--- src/rtl/ax_bx_sequencer.sv ---
// Fetch/issue controller for the two-register (AX, BX) machine.
// Fetches 6-bit instructions over req/ack and executes them on an internal AX/BX file.
module ax_bx_sequencer #(
  parameter int ADDR_W = 4,
  parameter int W      = 2
) (
  input  logic              clk,
  input  logic              rst,
  input  logic              start,
  input  logic [W-1:0]      ax_init,
  input  logic [W-1:0]      bx_init,
  output logic [ADDR_W-1:0] mem_addr,
  output logic              mem_req,
  input  logic              mem_ack,
  input  logic [5:0]        mem_data,
  output logic [W-1:0]      ax,
  output logic [W-1:0]      bx,
  output logic              busy,
  output logic              halted,
  output logic              err,
  output logic [7:0]        retired
);

  typedef enum logic [1:0] {
    S_IDLE,
    S_FETCH,
    S_EXEC,
    S_DONE
  } state_e;

  localparam logic [3:0] OP_NOP  = 4'b0000;
  localparam logic [3:0] OP_MOV  = 4'b0001;
  localparam logic [3:0] OP_OR   = 4'b0010;
  localparam logic [3:0] OP_XOR  = 4'b0011;
  localparam logic [3:0] OP_NOT  = 4'b0100;
  localparam logic [3:0] OP_AND  = 4'b0111;
  localparam logic [3:0] OP_HALT = 4'b1111;

  state_e              state_q, state_d;
  logic [ADDR_W-1:0]   pc_q, pc_d;
  logic [W-1:0]        ax_q, ax_d;
  logic [W-1:0]        bx_q, bx_d;
  logic                err_q, err_d;
  logic [7:0]          retired_q, retired_d;
  logic [5:0]          ir_q, ir_d;

  // Execute-stage intermediates
  logic [W-1:0]        src1, src2, result;
  logic                legal, is_halt;

  // NOTE: reset is synchronous, so it lives inside the clocked block and every
  // flop (including the instruction register) is cleared for a deterministic restart.
  always_ff @(posedge clk) begin
    if (rst) begin
      state_q   <= S_IDLE;
      pc_q      <= '0;
      ax_q      <= '0;
      bx_q      <= '0;
      err_q     <= 1'b0;
      retired_q <= '0;
      ir_q      <= '0;
    end else begin
      // NOTE: non-blocking assignments so every flop samples the pre-edge values.
      state_q   <= state_d;
      pc_q      <= pc_d;
      ax_q      <= ax_d;
      bx_q      <= bx_d;
      err_q     <= err_d;
      retired_q <= retired_d;
      ir_q      <= ir_d;
    end
  end

  always_comb begin
    // NOTE: every variable gets a hold/default value first so no path infers a latch.
    state_d   = state_q;
    pc_d      = pc_q;
    ax_d      = ax_q;
    bx_d      = bx_q;
    err_d     = err_q;
    retired_d = retired_q;
    ir_d      = ir_q;
    src1      = ir_q[1] ? bx_q : ax_q;
    src2      = ir_q[0] ? bx_q : ax_q;
    result    = src1;
    legal     = 1'b1;
    is_halt   = 1'b0;

    unique case (ir_q[5:2])
      OP_NOP:  result = src1;
      OP_MOV:  result = src2;
      OP_OR:   result = src1 | src2;
      OP_XOR:  result = src1 ^ src2;
      OP_NOT:  result = ~src1;
      OP_AND:  result = src1 & src2;
      OP_HALT: is_halt = 1'b1;
      default: legal = 1'b0;
    endcase

    unique case (state_q)
      S_IDLE, S_DONE: begin
        if (start) begin
          ax_d      = ax_init;
          bx_d      = bx_init;
          pc_d      = '0;
          err_d     = 1'b0;
          retired_d = '0;
          state_d   = S_FETCH;
        end
      end
      S_FETCH: begin
        if (mem_ack) begin
          ir_d    = mem_data;
          state_d = S_EXEC;
        end
      end
      S_EXEC: begin
        if (legal) begin
          if (ir_q[1]) bx_d = result;
          else         ax_d = result;
          pc_d = pc_q + ADDR_W'(1);
          if (retired_q != 8'hFF) retired_d = retired_q + 8'd1;
          state_d = is_halt ? S_DONE : S_FETCH;
        end else begin
          // Illegal opcode: flag it and stop without touching PC or registers.
          err_d   = 1'b1;
          state_d = S_DONE;
        end
      end
      default: state_d = S_IDLE;
    endcase
  end

  assign mem_addr = pc_q;
  assign mem_req  = (state_q == S_FETCH);
  assign busy     = (state_q == S_FETCH) || (state_q == S_EXEC);
  assign halted   = (state_q == S_DONE);
  assign err      = err_q;
  assign ax       = ax_q;
  assign bx       = bx_q;
  assign retired  = retired_q;

endmodule
--- config.mk ---
export PLATFORM = sky130hd
export DESIGN_NAME = ax_bx_sequencer
export DESIGN_NICKNAME = d
export VERILOG_FILES = /design/src/rtl/ax_bx_sequencer.sv
export SDC_FILE = /design/constraint.sdc
export NUM_CORES = 1
export LEC_CHECK = 0
export BUFFER_PORTS_ARGS = -buffer_cell sky130_fd_sc_hd__buf_2
export CAP_MARGIN = 30
export CELL_PAD_IN_SITES_DETAIL_PLACEMENT = 0
export CELL_PAD_IN_SITES_GLOBAL_PLACEMENT = 1
export CORE_MARGIN = 1.5
export CORE_UTILIZATION = 44
export CTS_BUF_LIST = sky130_fd_sc_hd__clkbuf_8
export DETAILED_ROUTE_END_ITERATION = 16
export GPL_TIMING_DRIVEN = 0
export MAX_ROUTING_LAYER = met4
export PLACE_DENSITY = 0.95
export SYNTH_ARGS = -nofsm -noshare
export SYNTH_HDL_FRONTEND = slang
export SYNTH_SLANG_ARGS = --single-unit
--- constraint.sdc ---
create_clock -name clk -period 3.13 [get_ports clk]
set_input_delay 0.313 -clock clk [delete_from_list [all_inputs] [get_ports clk]]
set_output_delay 0.313 -clock clk [all_outputs]
set_load 0.03 [all_outputs]
# After elaboration in Yosys (flattened, before gate mapping)
# Cells that the tools add are included.
[op_classes] n_mul=0 bitwise_logic=4 n_div=0 reduce_logical=13 n_mux=28 magnitude_cmp=0 n_eq_ne=17 n_addsub=2 shift=0
[ops] op="$mux W2" n=12
[ops] op="$mux W8" n=3
[ops] op="$pmux W8 S2" n=1
[ops] op="$ne A2 B2 Y1 const B" n=6
[ops] op="$reduce_and A4 Y1" n=3
[ops] op="$pmux W2 S5" n=1
[ops] op="$add A8 B1 Y8 const B" n=1
[ops] op="$eq A4 B2 Y1 const B" n=2
[ops] op="$eq A4 B3 Y1 const B" n=2
[ops] op="$mux W4" n=2
[ops] op="$ne A8 B8 Y1 const B" n=1
[ops] op="$pmux W2 S2" n=2
[ops] op="$pmux W4 S2" n=1
[ops] op="$reduce_or A7 Y1" n=1
[ops] op="$pmux W2 S3" n=1
[ops] op="$reduce_and A3 Y1" n=2
[ops] op="$add A4 B1 Y4 const B" n=1
[ops] op="$eq A2 B2 Y1 const B" n=2
[ops] op="$eq A4 B1 Y1 const B" n=1
[ops] op="$eq A4 B4 Y1 const B" n=1
[ops] op="$logic_not A4 Y1" n=1
[ops] op="$mux W1" n=4
[ops] op="$reduce_and A2 Y1" n=2
[ops] op="$and A2 B2 Y2" n=1
[ops] op="other kinds (10)" n=10
[totals] regBits=25 mem_bits_rw=0 out_inout_bits=20 n_memories=0 latch_bits=0 romBits=0 input_bits=14

# Longest topological paths before layout
# Gate-level depths: netlist (run 1).
[depth] word_depth=6 mapped_depth=8 mapped_depth_nobuf=8

# Worst setup path after synthesis (run 1)
# OpenSTA, ideal clock, no wires.
[synth_timing] kind="reg-to-reg" start="register ax_q[1] (netlist: ax[1])" end="register ax_q[1] (netlist: ax[1])" setup_ps=86 path_stages_with_launch=8 required_ps=3044 path_slack_ps=1237 path_buffers=0 t_arrival_ps=1807 path_cell_list="dfxtp_1 -> mux2_2 -> inv_1 -> ha_1 -> or4b_1 -> nand4_1 -> o21ai_1 -> a211oi_1"
[synth_between] elab_chain_len=6 word_cells_on_any_way=10 classes_between="mux: 6; bitwise: 4"
[synth_rtl] element="start, declared" line="41" source="logic [W-1:0] ax_q, ax_d;"
[synth_rtl] element="start signal, assigned" line="57" source="ax_q <= '0;"
[synth_rtl] element="start signal, assigned" line="66" source="ax_q <= ax_d;"
[synth_rtl] element="$mux W2, on equally long branches" line="83, 84"
[synth_rtl] element="$and A2 B2 Y2 (tied with other cells)" line="95" source="OP_AND: result = src1 & src2;"
[synth_rtl] element="$pmux W2 S5 *" line="89" source="unique case (ir_q[5:2])"
[synth_rtl] element="$mux W2 *" line="119" source="if (ir_q[1]) bx_d = result;"
[synth_rtl] element="$mux W2 *" line="118" source="if (legal) begin"
[synth_rtl] element="$pmux W2 S2 *" line="100" source="unique case (state_q)"
# Every way passes the cells marked *; elsewhere a longest branch is shown, timed or not. The select of a mux whose other input is x is not followed.
# A chain may end at the register's enable or synchronous reset.

# Final worst setup path (run 1)
[layout_timing] start="register state_q[0]" end="register ax_q[0] (netlist: ax[0])"
[layout_between] elab_chain_len=4 word_cells_on_any_way=10 classes_between="eq/ne: 5; mux: 1; reduce/logical: 4"
[layout_rtl] element="start, declared" line="39" source="state_e state_q, state_d;"
[layout_rtl] element="start signal, assigned" line="64" source="state_q <= state_d;"
[layout_rtl] element="$eq A2 B2 Y1 or $logic_not A2 Y1 (tied branches)" line="100"
[layout_rtl] element="$reduce_or A2 Y1" line="100"
[layout_rtl] element="$ne A2 B2 Y1 (no line) or $reduce_bool A2 Y1 (tied branches)"
[layout_rtl] element="$reduce_and A4 Y1 (no line)"
# Several ways; a longest one is shown, not always the timed one.

==> impl_metrics.env, run 1 <==
export IMPL_cts_resized=0
export IMPL_multi_input_area_sq_um=993
export IMPL_io_pins=34
export IMPL_drt_iter0_drc=85
export IMPL_startpoint_type="flop"
export IMPL_critPathMaxFanout=6
export IMPL_ant_nets=0
export IMPL_final_min_clock_period_ps=2160
export IMPL_instances_no_fill=279
export IMPL_seq_area_sq_um=500
export IMPL_post_place_ws_ps=1050
export IMPL_syn_instance_count=197
export IMPL_clock_latency_ps=280
export IMPL_worst_slack_ps=974
export IMPL_area_growth_syn_to_layout_pct=16.6
export IMPL_min_path_type="in2reg"
export IMPL_slowest_stage="mux2i_1"
export IMPL_clock_skew_ps=3.92
export IMPL_max_stage_delay_ps=580
export IMPL_final_nets=258
export IMPL_clk_path_buf_depth=2
export IMPL_fillCellCount=348
export IMPL_hold_path_depth=3
export IMPL_ir_drop_mv=0.198
export IMPL_dpl_cell_area_sq_um=1830
export IMPL_port_buffer_count=32
export IMPL_grt_start_max_net_pins=16
export IMPL_async_reset_ff_share_pct=0
export IMPL_grt_remaining_overflow=0
export IMPL_antenna_cells=0
export IMPL_endpoint_kind="flop"
export IMPL_drcViolationCount=0
export IMPL_ys_top_cells_by_area="dfxtp_1 31%, ha_1 7.8%, a21oi_1 7.2%, nand2_1 4.4%, nand3_1 3.4%"
export IMPL_crit_required_ps=3320
export IMPL_place_detailed_hpwl_um=2670
export IMPL_cts_tree="yes"
export IMPL_clk_pin_slew_ps=90
export IMPL_p_per_area_nw_per_um2=416
export IMPL_wl_per_cell_um=12.8
export IMPL_tightest_slew_ps=664
export IMPL_worst_ep_arrival_time_ps=2350
export IMPL_die_area_sq_um=4030
export IMPL_period_share_pct=68.9
export IMPL_htree_levels=1
export IMPL_routed_via_density=5.57
export IMPL_rows=21
export IMPL_ys_ff_latch=25
export IMPL_fin_setup_tns_ps=0
export IMPL_yosysSeqAreaShare_pct=31.1
export IMPL_die_width_um=63.5
export IMPL_maxSlewViolCount=0
export IMPL_start_util_pct=47.1
export IMPL_yosysTopAreaCell="dfxtp_1"
export IMPL_synth_warning_count=0
export IMPL_synth_top_area_share_pct=31.1
export IMPL_fmax_ghz=0.464
export IMPL_die_h_um=63.5
export IMPL_setup_viol=0
export IMPL_drive_above_1_share_pct=23.2
export IMPL_ctsHoldBuffers=0
export IMPL_wirelength_um=3580
export IMPL_place_congestion=0.823
export IMPL_syn_num_nets=221
export IMPL_reg2regPathDepth=6
export IMPL_rsz0062_at_grt="false"
export IMPL_synth_edff_count=0
export IMPL_synth_cell_types=45
export IMPL_drv_cap=0
export IMPL_placed_cells=275
export IMPL_syn_avg_cell_area_sq_um=8.16
export IMPL_critPathKind="reg2reg"
export IMPL_postCtsSetupRepairBufs=0
export IMPL_gr_usage_all_layers_pct=19.2
export IMPL_dr_pass1_iters=4
export IMPL_syn_cell_area_sq_um=1610
export IMPL_static_leakage_power_nw=0.784
export IMPL_cts_root_buf="clkbuf_8"
export IMPL_timing_hold_violations_final=0
export IMPL_path_cells="inv_1 > ha_1 > mux2i_1 > a221oi_1 > a32o_1 > a211oi_1"
export IMPL_cts_inserted_buffers=3
export IMPL_outcome="finished, final reports clean"
export IMPL_postLayoutCellArea_sq_um=1870
export IMPL_numClockSinks=25
export IMPL_relSlewSlack_pct=55.2
export IMPL_vias=1554
export IMPL_antenna_found_initial=0
export IMPL_coreArea_sq_um=3420
export IMPL_grt_pass1_vias=1337
export IMPL_synthFlopType="dfxtp_1"
export IMPL_grt_pass1_wl_um=6090
[logic make-up (layout without fill, tap and decap cells)]
logic type / count (synthesis) / in the layout / synth area share [%]
DFF: 25 / 25 / 31.1
adders and majority gates: 10 / 10 / 7.78
buffers and inverters: 25 / 61 / 7.08
and+or+nand+nor: 65 / 65 / 21.9
AOI/OAI and AO/OA: 60 / 60 / 24.7
xor gates and xnor gates: 4 / 4 / 2.18
muxes: 8 / 8 / 5.29
[state kept, by name, summed over array words and instances (netlist names)]
name / cells
ax: 2
bx: 2
err: 1
ir_q: 6
mem_addr: 4
retired: 8
state_q: 2
[metrics by stage]
stage                     power [mW]  util (%)  hold slack [ps]
final                          0.780      54.9              270
after global routing           0.828      54.9              292
after CTS                      0.781      54.9              274
after detailed placement       0.580      53.4              486
after global placement         0.578      53.4              477
after floorplan                0.522         -              459
[final cells by class]
| class | count | share of cell area, % |
|---|---|---|
| clock buffer | 3 | 2.20 |
| sequential | 25 | 26.7 |
| inverter | 13 | 2.60 |
| clock inverter | 1 | 0.401 |
| tap | 46 | 3.07 |
| timing repair buffer | 32 | 8.54 |
| multi-input combinational | 147 | 53.0 |
| buffer | 12 | 3.47 |
[report_power, final]
group	internal, mW	leakage [nW]	switching (mW)
clock	0.0907	0.0217	0.117
sequential	0.335	0.203	0.0154
combinational	0.0807	0.559	0.142
[synthesized netlist by cell type, types with 3 or more instances]
cell type / number
a211oi_1: 3
a21oi_1: 23
a221oi_1: 3
buf_2: 4
clkbuf_1: 4
dfxtp_1: 25
ha_1: 10
inv_1: 13
mux2_2: 4
mux2i_1: 4
nand2_1: 19
nand2b_1: 5
nand3_1: 11
nand4_1: 4
nor2_1: 6
nor3_1: 5
o21ai_0: 10
o22ai_1: 4
or3_1: 5
xor2_1: 4
[path summary, 6_finish.rpt]
check / startpoint / slack (ps) / end
setup reg to reg: state_q[0]$_SDFFE_PP0P_ / 970 / ax[0]$_SDFFE_PP0P_
hold reg to reg: mem_addr[1]$_SDFFE_PP0P_ / 500 / mem_addr[1]$_SDFFE_PP0P_
hold / removal: mem_data[1] / 270 / ir_q[1]$_SDFFE_PP0P_
setup / recovery: state_q[0]$_SDFFE_PP0P_ / 970 / ax[0]$_SDFFE_PP0P_
[cell usage in the layout, fill, tap and decap left out, types with 2 or more instances in the layout]
master and instances:
mux2i_1 4, nand3_1 11, o21ai_0 10, dfxtp_1 25, clkbuf_8 3, nor3_1 5
buf_2 36, xor2_1 4, or3_1 5, o22ai_1 4, buf_1 2, o21ai_1 2
nand2b_1 5, a221oi_1 3, a211oi_1 3, clkbuf_1 4, o311ai_0 2, nand2_1 19
a21oi_1 23, a21boi_0 2, nor2_1 6, ha_1 10, mux2_2 4, buf_6 2
and3_1 2, inv_1 13, nand4_1 4
[worst max-delay path: cells and delay by family (launching register included)]
kind | cells | cell delay (ps)
AO/OA/AOI/OAI | 3 | 640
multiplexers | 1 | 580
flip-flops | 1 | 420
adder cells (fa/ha/maj) | 1 | 360
buffers and inverters | 1 | 60
[per-layer routing]
metal	GRT usage, %	routed length (um)	vias up	part of all wire (%)
li1	-	-	786	-
met5	-	0	-	0
met4	7.61	54	0	1.5
met3	2.32	142	5	4.0
met2	28.0	1530	36	43
met1	27.0	1860	727	52
Power figures use the tool's default switching activity.
==> run 2: changes to the inputs <==
--- a/config.mk
+++ b/config.mk
@@ -10,12 +10,12 @@
 export CELL_PAD_IN_SITES_DETAIL_PLACEMENT = 0
 export CELL_PAD_IN_SITES_GLOBAL_PLACEMENT = 1
 export CORE_MARGIN = 1.5
-export CORE_UTILIZATION = 44
+export CORE_UTILIZATION = 41
 export CTS_BUF_LIST = sky130_fd_sc_hd__clkbuf_8
 export DETAILED_ROUTE_END_ITERATION = 16
 export GPL_TIMING_DRIVEN = 0
 export MAX_ROUTING_LAYER = met4
-export PLACE_DENSITY = 0.95
+export PLACE_DENSITY = 0.9
 export SYNTH_ARGS = -nofsm -noshare
 export SYNTH_HDL_FRONTEND = slang
 export SYNTH_SLANG_ARGS = --single-unit
==> constraint.sdc (replaced) <==
create_clock -name clk -period 2.2 [get_ports clk]
set_input_delay 0.22 -clock clk [delete_from_list [all_inputs] [get_ports clk]]
set_output_delay 0.22 -clock clk [all_outputs]
set_load 0.03 [all_outputs]
==> run 2 against run 1 <==
Against the previous run:
- clock skew up 5.6 ps
- total power up 44%
- sequential share of layout area down 0.089 points
- largest power group unchanged
- via count down 0.58%
- sequential power up 43%
==> impl_metrics.env, run 2 (synthesis gave the netlist of run 1 again) <==
export IMPL_outcome="finished, final reports clean"
export IMPL_reg2regPathDepth=6
export IMPL_min_path_type="in2reg"
export IMPL_max_stage_delay_ps=490
export IMPL_die_width_um=65.6
export IMPL_endpoint_kind="flop"
export IMPL_grt_pass1_wl_um=6040
export IMPL_largest_reg_flops=8
export IMPL_cts_tree="yes"
export IMPL_clock_latency_ps=280
export IMPL_fin_setup_tns_ps=0
export IMPL_drcViolationCount=0
export IMPL_clk_path_buf_depth=2
export IMPL_ir_drop_mv=0.254
export IMPL_reg2reg_from="state_q[0]$_SDFFE_PP0P_"
export IMPL_grt_pass1_vias=1300
export IMPL_critPathKind="reg2reg"
export IMPL_dr_pass1_iters=4
export IMPL_regToRegSetupSlack_ps=110
export IMPL_p_per_area_nw_per_um2=596
export IMPL_final_nets=258
export IMPL_hp_start="mem_data[5]"
export IMPL_postCtsSetupRepairBufs=0
export IMPL_rsz0062_at_grt="false"
export IMPL_wl_per_cell_um=13.3
export IMPL_slowest_stage="or4_4"
export IMPL_wirelength_um=3730
export IMPL_startpoint_type="flop"
export IMPL_reg2reg_to="mem_addr[3]$_SDFFE_PP0P_"
export IMPL_hold_path_endpoint="ir_q[5]$_SDFFE_PP0P_"
export IMPL_grt_remaining_overflow=0
export IMPL_final_util_pct=50.6
export IMPL_antenna_found_initial=0
export IMPL_clock_skew_ps=9.50
export IMPL_instances_no_fill=281
export IMPL_htree_levels=1
export IMPL_timing_hold_violations_final=0
export IMPL_rows=22
export IMPL_period_share_pct=94.9
export IMPL_port_buffer_count=32
export IMPL_placed_cells=277
export IMPL_clk_pin_slew_ps=100
export IMPL_place_congestion=0.795
export IMPL_drv_cap=0
export IMPL_cts_inserted_buffers=3
export IMPL_cts_root_buf="clkbuf_8"
export IMPL_whs_ps=188
export IMPL_routed_via_density=5.50
export IMPL_area_growth_syn_to_layout_pct=17.0
export IMPL_die_h_um=65.6
export IMPL_crit_family="simple AND/OR/NAND/NOR gates"
export IMPL_crit_cells=6
export IMPL_mostFrequentLayoutCells="36 x buf_2, 25 x dfxtp_1, 23 x a21oi_1"
export IMPL_fillCellCount=370
export IMPL_start_util_pct=43.3
export IMPL_die_area_sq_um=4310
export IMPL_tightest_slew_ps=707
export IMPL_gr_usage_all_layers_pct=18.3
export IMPL_hold_path_depth=3
export IMPL_layout_cells_most_common="buf_2"
export IMPL_vias=1545
export IMPL_worst_ep_arrival_time_ps=2300
export IMPL_path_cells="inv_1 > ha_1 > mux2_2 > nand2_1 > or4_4 > a21oi_2"
export IMPL_critPathMaxFanout=10
export IMPL_post_place_ws_ps=117
export IMPL_drive_above_1_share_pct=23.6
export IMPL_io_pins=34
export IMPL_drt_iter0_drc=92
export IMPL_worst_slack_ps=113
export IMPL_critPathBufInv=1
export IMPL_ant_nets=0
export IMPL_antenna_cells=0
export IMPL_numClockSinks=25
export IMPL_coreArea_sq_um=3720
export IMPL_grt_start_max_net_pins=16
export IMPL_static_leakage_power_nw=0.780
export IMPL_crit_required_ps=2410
export IMPL_maxSlewViolCount=0
export IMPL_fmax_ghz=0.479
export IMPL_place_detailed_hpwl_um=2790
export IMPL_final_min_clock_period_ps=2090
export IMPL_relSlewSlack_pct=52.3
export IMPL_setup_viol=0
run 2: cell counts in the layout (fill, tap and decap cells not counted):
Identical to the previous run, type by type.
run 2: final cells by class:
class | instances | area (sq um) | area share, %
well taps | 48 | 60.1 | 3.19
repair buffers | 32 | 160 | 8.52
clock buffers | 3 | 41.3 | 2.20
clock inverters | 1 | 7.51 | 0.399
plain buffers | 12 | 65.1 | 3.46
inverters | 13 | 48.8 | 2.59
flip-flops and latches | 25 | 500 | 26.6
multi-input cells | 147 | 997 | 53.0
run 2: routing by layer:
layer / GRT usage [%] / vias to the layer above / share of wire [%]
met3: 1.54 / 4 / 4.4
met1: 26.2 / 709 / 51
met4: 7.03 / 0 / 1.2
met5: - / - / 0
met2: 26.5 / 42 / 43
li1: - / 790 / -
run 2: per-stage QoR:
| stage | total power [mW] | cell area [sq um] |
|---|---|---|
| after floorplan | 0.743 | 1610 |
| after global placement | 0.823 | 1830 |
| after detailed placement | 0.827 | 1830 |
| after CTS | 1.12 | 1880 |
| after global routing | 1.18 | 1880 |
| final | 1.12 | 1880 |
run 2: report_power, final:
part	total, mW	leakage [nW]	internal (mW)	switching [mW]
registers	0.499	0.203	0.476	0.0228
logic	0.321	0.555	0.118	0.203
clock network	0.300	0.0217	0.129	0.171
run 2: worst max-delay path by stage:
stage                             from                  endpoint
5_1_grt        state_q[0]$_SDFFE_PP0P_  mem_addr[3]$_SDFFE_PP0P_
4_1_cts        state_q[0]$_SDFFE_PP0P_        ax[0]$_SDFFE_PP0P_
3_5_place_dp   state_q[0]$_SDFFE_PP0P_   retired[6]$_SDFFE_PP0P_
3_3_place_gp   state_q[0]$_SDFFE_PP0P_   retired[2]$_SDFFE_PP0P_
2_1_floorplan       ax[1]$_SDFFE_PP0P_        ax[1]$_SDFFE_PP0P_
6_report       state_q[0]$_SDFFE_PP0P_  mem_addr[3]$_SDFFE_PP0P_
run 2: repair_timing:
item,4_1_cts,5_1_grt
setup endpoints to repair,0,8
hold endpoints to repair,0,0
hold buffers,0,0
gates resized for setup,0,1
run 2: worst min-delay path: stages:
cell and delay, ps:
buf_2 100, nand3_1 50, a21oi_1 50
==> run 3: changes to the inputs <==
--- a/config.mk
+++ b/config.mk
@@ -11,11 +11,12 @@
 export CELL_PAD_IN_SITES_GLOBAL_PLACEMENT = 1
 export CORE_MARGIN = 1.5
 export CORE_UTILIZATION = 41
-export CTS_BUF_LIST = sky130_fd_sc_hd__clkbuf_8
+export CTS_BUF_LIST = sky130_fd_sc_hd__clkbuf_2
 export DETAILED_ROUTE_END_ITERATION = 16
 export GPL_TIMING_DRIVEN = 0
 export MAX_ROUTING_LAYER = met4
 export PLACE_DENSITY = 0.9
+export SETUP_SLACK_MARGIN = 0.3
 export SYNTH_ARGS = -nofsm -noshare
 export SYNTH_HDL_FRONTEND = slang
 export SYNTH_SLANG_ARGS = --single-unit
==> run 3 against run 2 <==
Against the previous run:
- combinational power grew 20%
- via count increased by 2.1%
- global-route usage rose by 0.42 points
- critical path depth increased by 1
- final cell count is 1.8% higher
- sequential cell count unchanged
==> impl_metrics.env, run 3 (synthesis gave the netlist of run 1 again) <==
export IMPL_period_share_pct=84.2
export IMPL_layout_cells_most_common="buf_2"
export IMPL_largest_reg_flops=8
export IMPL_clk_path_buf_depth=2
export IMPL_fmax_ghz=0.540
export IMPL_io_pins=34
export IMPL_drcViolationCount=0
export IMPL_die_h_um=65.6
export IMPL_place_congestion=0.795
export IMPL_rows=22
export IMPL_die_width_um=65.6
export IMPL_final_min_clock_period_ps=1850
export IMPL_numClockSinks=25
export IMPL_endpoint_kind="flop"
export IMPL_clock_power_share_pct=18.9
export IMPL_startpoint_type="flop"
export IMPL_crit_family="compound AO/OA/AOI/OAI gates"
export IMPL_coreArea_sq_um=3720
export IMPL_antenna_found_initial=0
export IMPL_rsz0062_at_grt="false"
export IMPL_final_nets=263
export IMPL_p_per_area_nw_per_um2=554
export IMPL_max_stage_delay_ps=420
export IMPL_clock_latency_ps=380
export IMPL_crit_required_ps=2510
export IMPL_grt_pass1_wl_um=6200
export IMPL_place_detailed_hpwl_um=2790
export IMPL_grt_remaining_overflow=0
export IMPL_use_met3_pct=2.05
export IMPL_ant_nets=0
export IMPL_grt_pass1_vias=1338
export IMPL_routed_via_density=5.51
export IMPL_min_path_type="in2reg"
export IMPL_postLayoutCellArea_sq_um=2000
export IMPL_gr_usage_all_layers_pct=18.7
export IMPL_dr_pass1_iters=4
export IMPL_tightest_slew_ps=716
export IMPL_outcome="finished, final reports clean"
export IMPL_drt_iter0_drc=83
export IMPL_vias=1577
export IMPL_slowest_stage="dfxtp_4"
export IMPL_wl_per_cell_um=14.1
export IMPL_wirelength_um=4030
export IMPL_ir_drop_mv=0.258
export IMPL_critPathKind="reg2reg"
export IMPL_fin_setup_tns_ps=0
export IMPL_drv_cap=0
export IMPL_maxSlewViolCount=0
export IMPL_start_util_pct=43.3
export IMPL_switchingPower_uw=423
export IMPL_worst_ep_arrival_time_ps=2160
export IMPL_final_util_pct=53.8
export IMPL_clock_skew_ps=17.1
export IMPL_placed_cells=277
export IMPL_grt_start_max_net_pins=16
export IMPL_relSlewSlack_pct=51.7
export IMPL_cts_inserted_buffers=3
export IMPL_cts_root_buf="clkbuf_2"
export IMPL_drive_above_1_share_pct=31.9
export IMPL_path_cells="inv_1 > ha_4 > clkbuf_4 > nor4bb_4 > a21oi_2 > a32o_2 > a211oi_1"
export IMPL_intPower_uw=685
export IMPL_mostFrequentLayoutCells="34 x buf_2, 22 x a21oi_1, 19 x nand2_1, 19 x dfxtp_1, 13 x inv_1"
export IMPL_sequentialPowerShare_pct=46.3
export IMPL_totalPowerFinal_mw=1.11
export IMPL_die_area_sq_um=4310
export IMPL_static_leakage_power_nw=0.817
export IMPL_cts_tree="yes"
export IMPL_comb_power_share_pct=34.8
export IMPL_antenna_cells=0
export IMPL_critPathBufInv=2
export IMPL_setup_viol=0
export IMPL_globalRouteMet1Util_pct=26.8
export IMPL_area_growth_syn_to_layout_pct=24.4
export IMPL_ctsHoldBuffers=0
export IMPL_instances_no_fill=286
export IMPL_critPathMaxFanout=8
export IMPL_met2_usage_pct=27.7
export IMPL_timing_hold_violations_final=0
export IMPL_grt_busiest_layer="met2"
export IMPL_clk_pin_slew_ps=270
export IMPL_switching_share_pct=38.2
export IMPL_dpl_cell_area_sq_um=1830
export IMPL_port_buffer_count=32
export IMPL_htree_levels=1
-- run 3: path summary, 6_finish.rpt --
kind,from,endpoint,slack (ps),cells past startpoint
worst max-delay path,state_q[0]$_SDFFE_PP0P_,ax[0]$_SDFFE_PP0P_,350,7
worst min-delay path,mem_data[1],ir_q[1]$_SDFFE_PP0P_,50,3
worst max register to register,state_q[0]$_SDFFE_PP0P_,ax[0]$_SDFFE_PP0P_,350,7
worst min register to register,ir_q[0]$_SDFFE_PP0P_,ir_q[0]$_SDFFE_PP0P_,500,2
-- run 3: metal layers --
metal	wire, um	vias up
met5	0	-
met4	39	0
met3	133	4
met2	1820	36
met1	2040	735
li1	-	802
-- run 3: repair_timing --
action	4_1_cts	5_1_grt
resized for setup	14	18
setup buffers	2	3
endpoints found under the setup margin	13	9
pin swaps	1	2
-- run 3: layout make-up --
type / count / area, sq um
Inverter: 13 / 48.8
Timing Repair Buffer: 37 / 198
Tap cell: 48 / 60.1
Sequential cell: 25 / 515
Fill cell: 364 / 1720
Multi-Input combinational cell: 147 / 1080
Clock inverter: 1 / 7.51
Clock buffer: 3 / 15.0
Buffer: 12 / 77.6
-- run 3: worst reg2reg max path, delay by kind of cell, from the launching register on --
family / cells / cell delay (ps)
DFF: 1 / 420
AOI/OAI and AO/OA: 3 / 590
and+or+nand+nor: 1 / 360
adders and majority gates: 1 / 130
buffers and inverters: 2 / 300
-- run 3: per-stage QoR --
step	worst slack, ps	hold WS, ps
after CTS	289	51.1
after detailed placement	117	482
after global routing	255	36.4
after floorplan	307	367
final	349	49.2
after global placement	71.7	474
-- run 3: power groups by stage --
| stage | clock (mW) | sequential, mW | combinational, mW |
|---|---|---|---|
| 2_1_floorplan | 0 | 0.529 | 0.214 |
| 3_3_place_gp | 0 | 0.510 | 0.313 |
| 3_5_place_dp | 0 | 0.509 | 0.318 |
| 4_1_cts | 0.209 | 0.509 | 0.349 |
| 5_1_grt | 0.233 | 0.517 | 0.420 |
| 6_report | 0.210 | 0.513 | 0.386 |
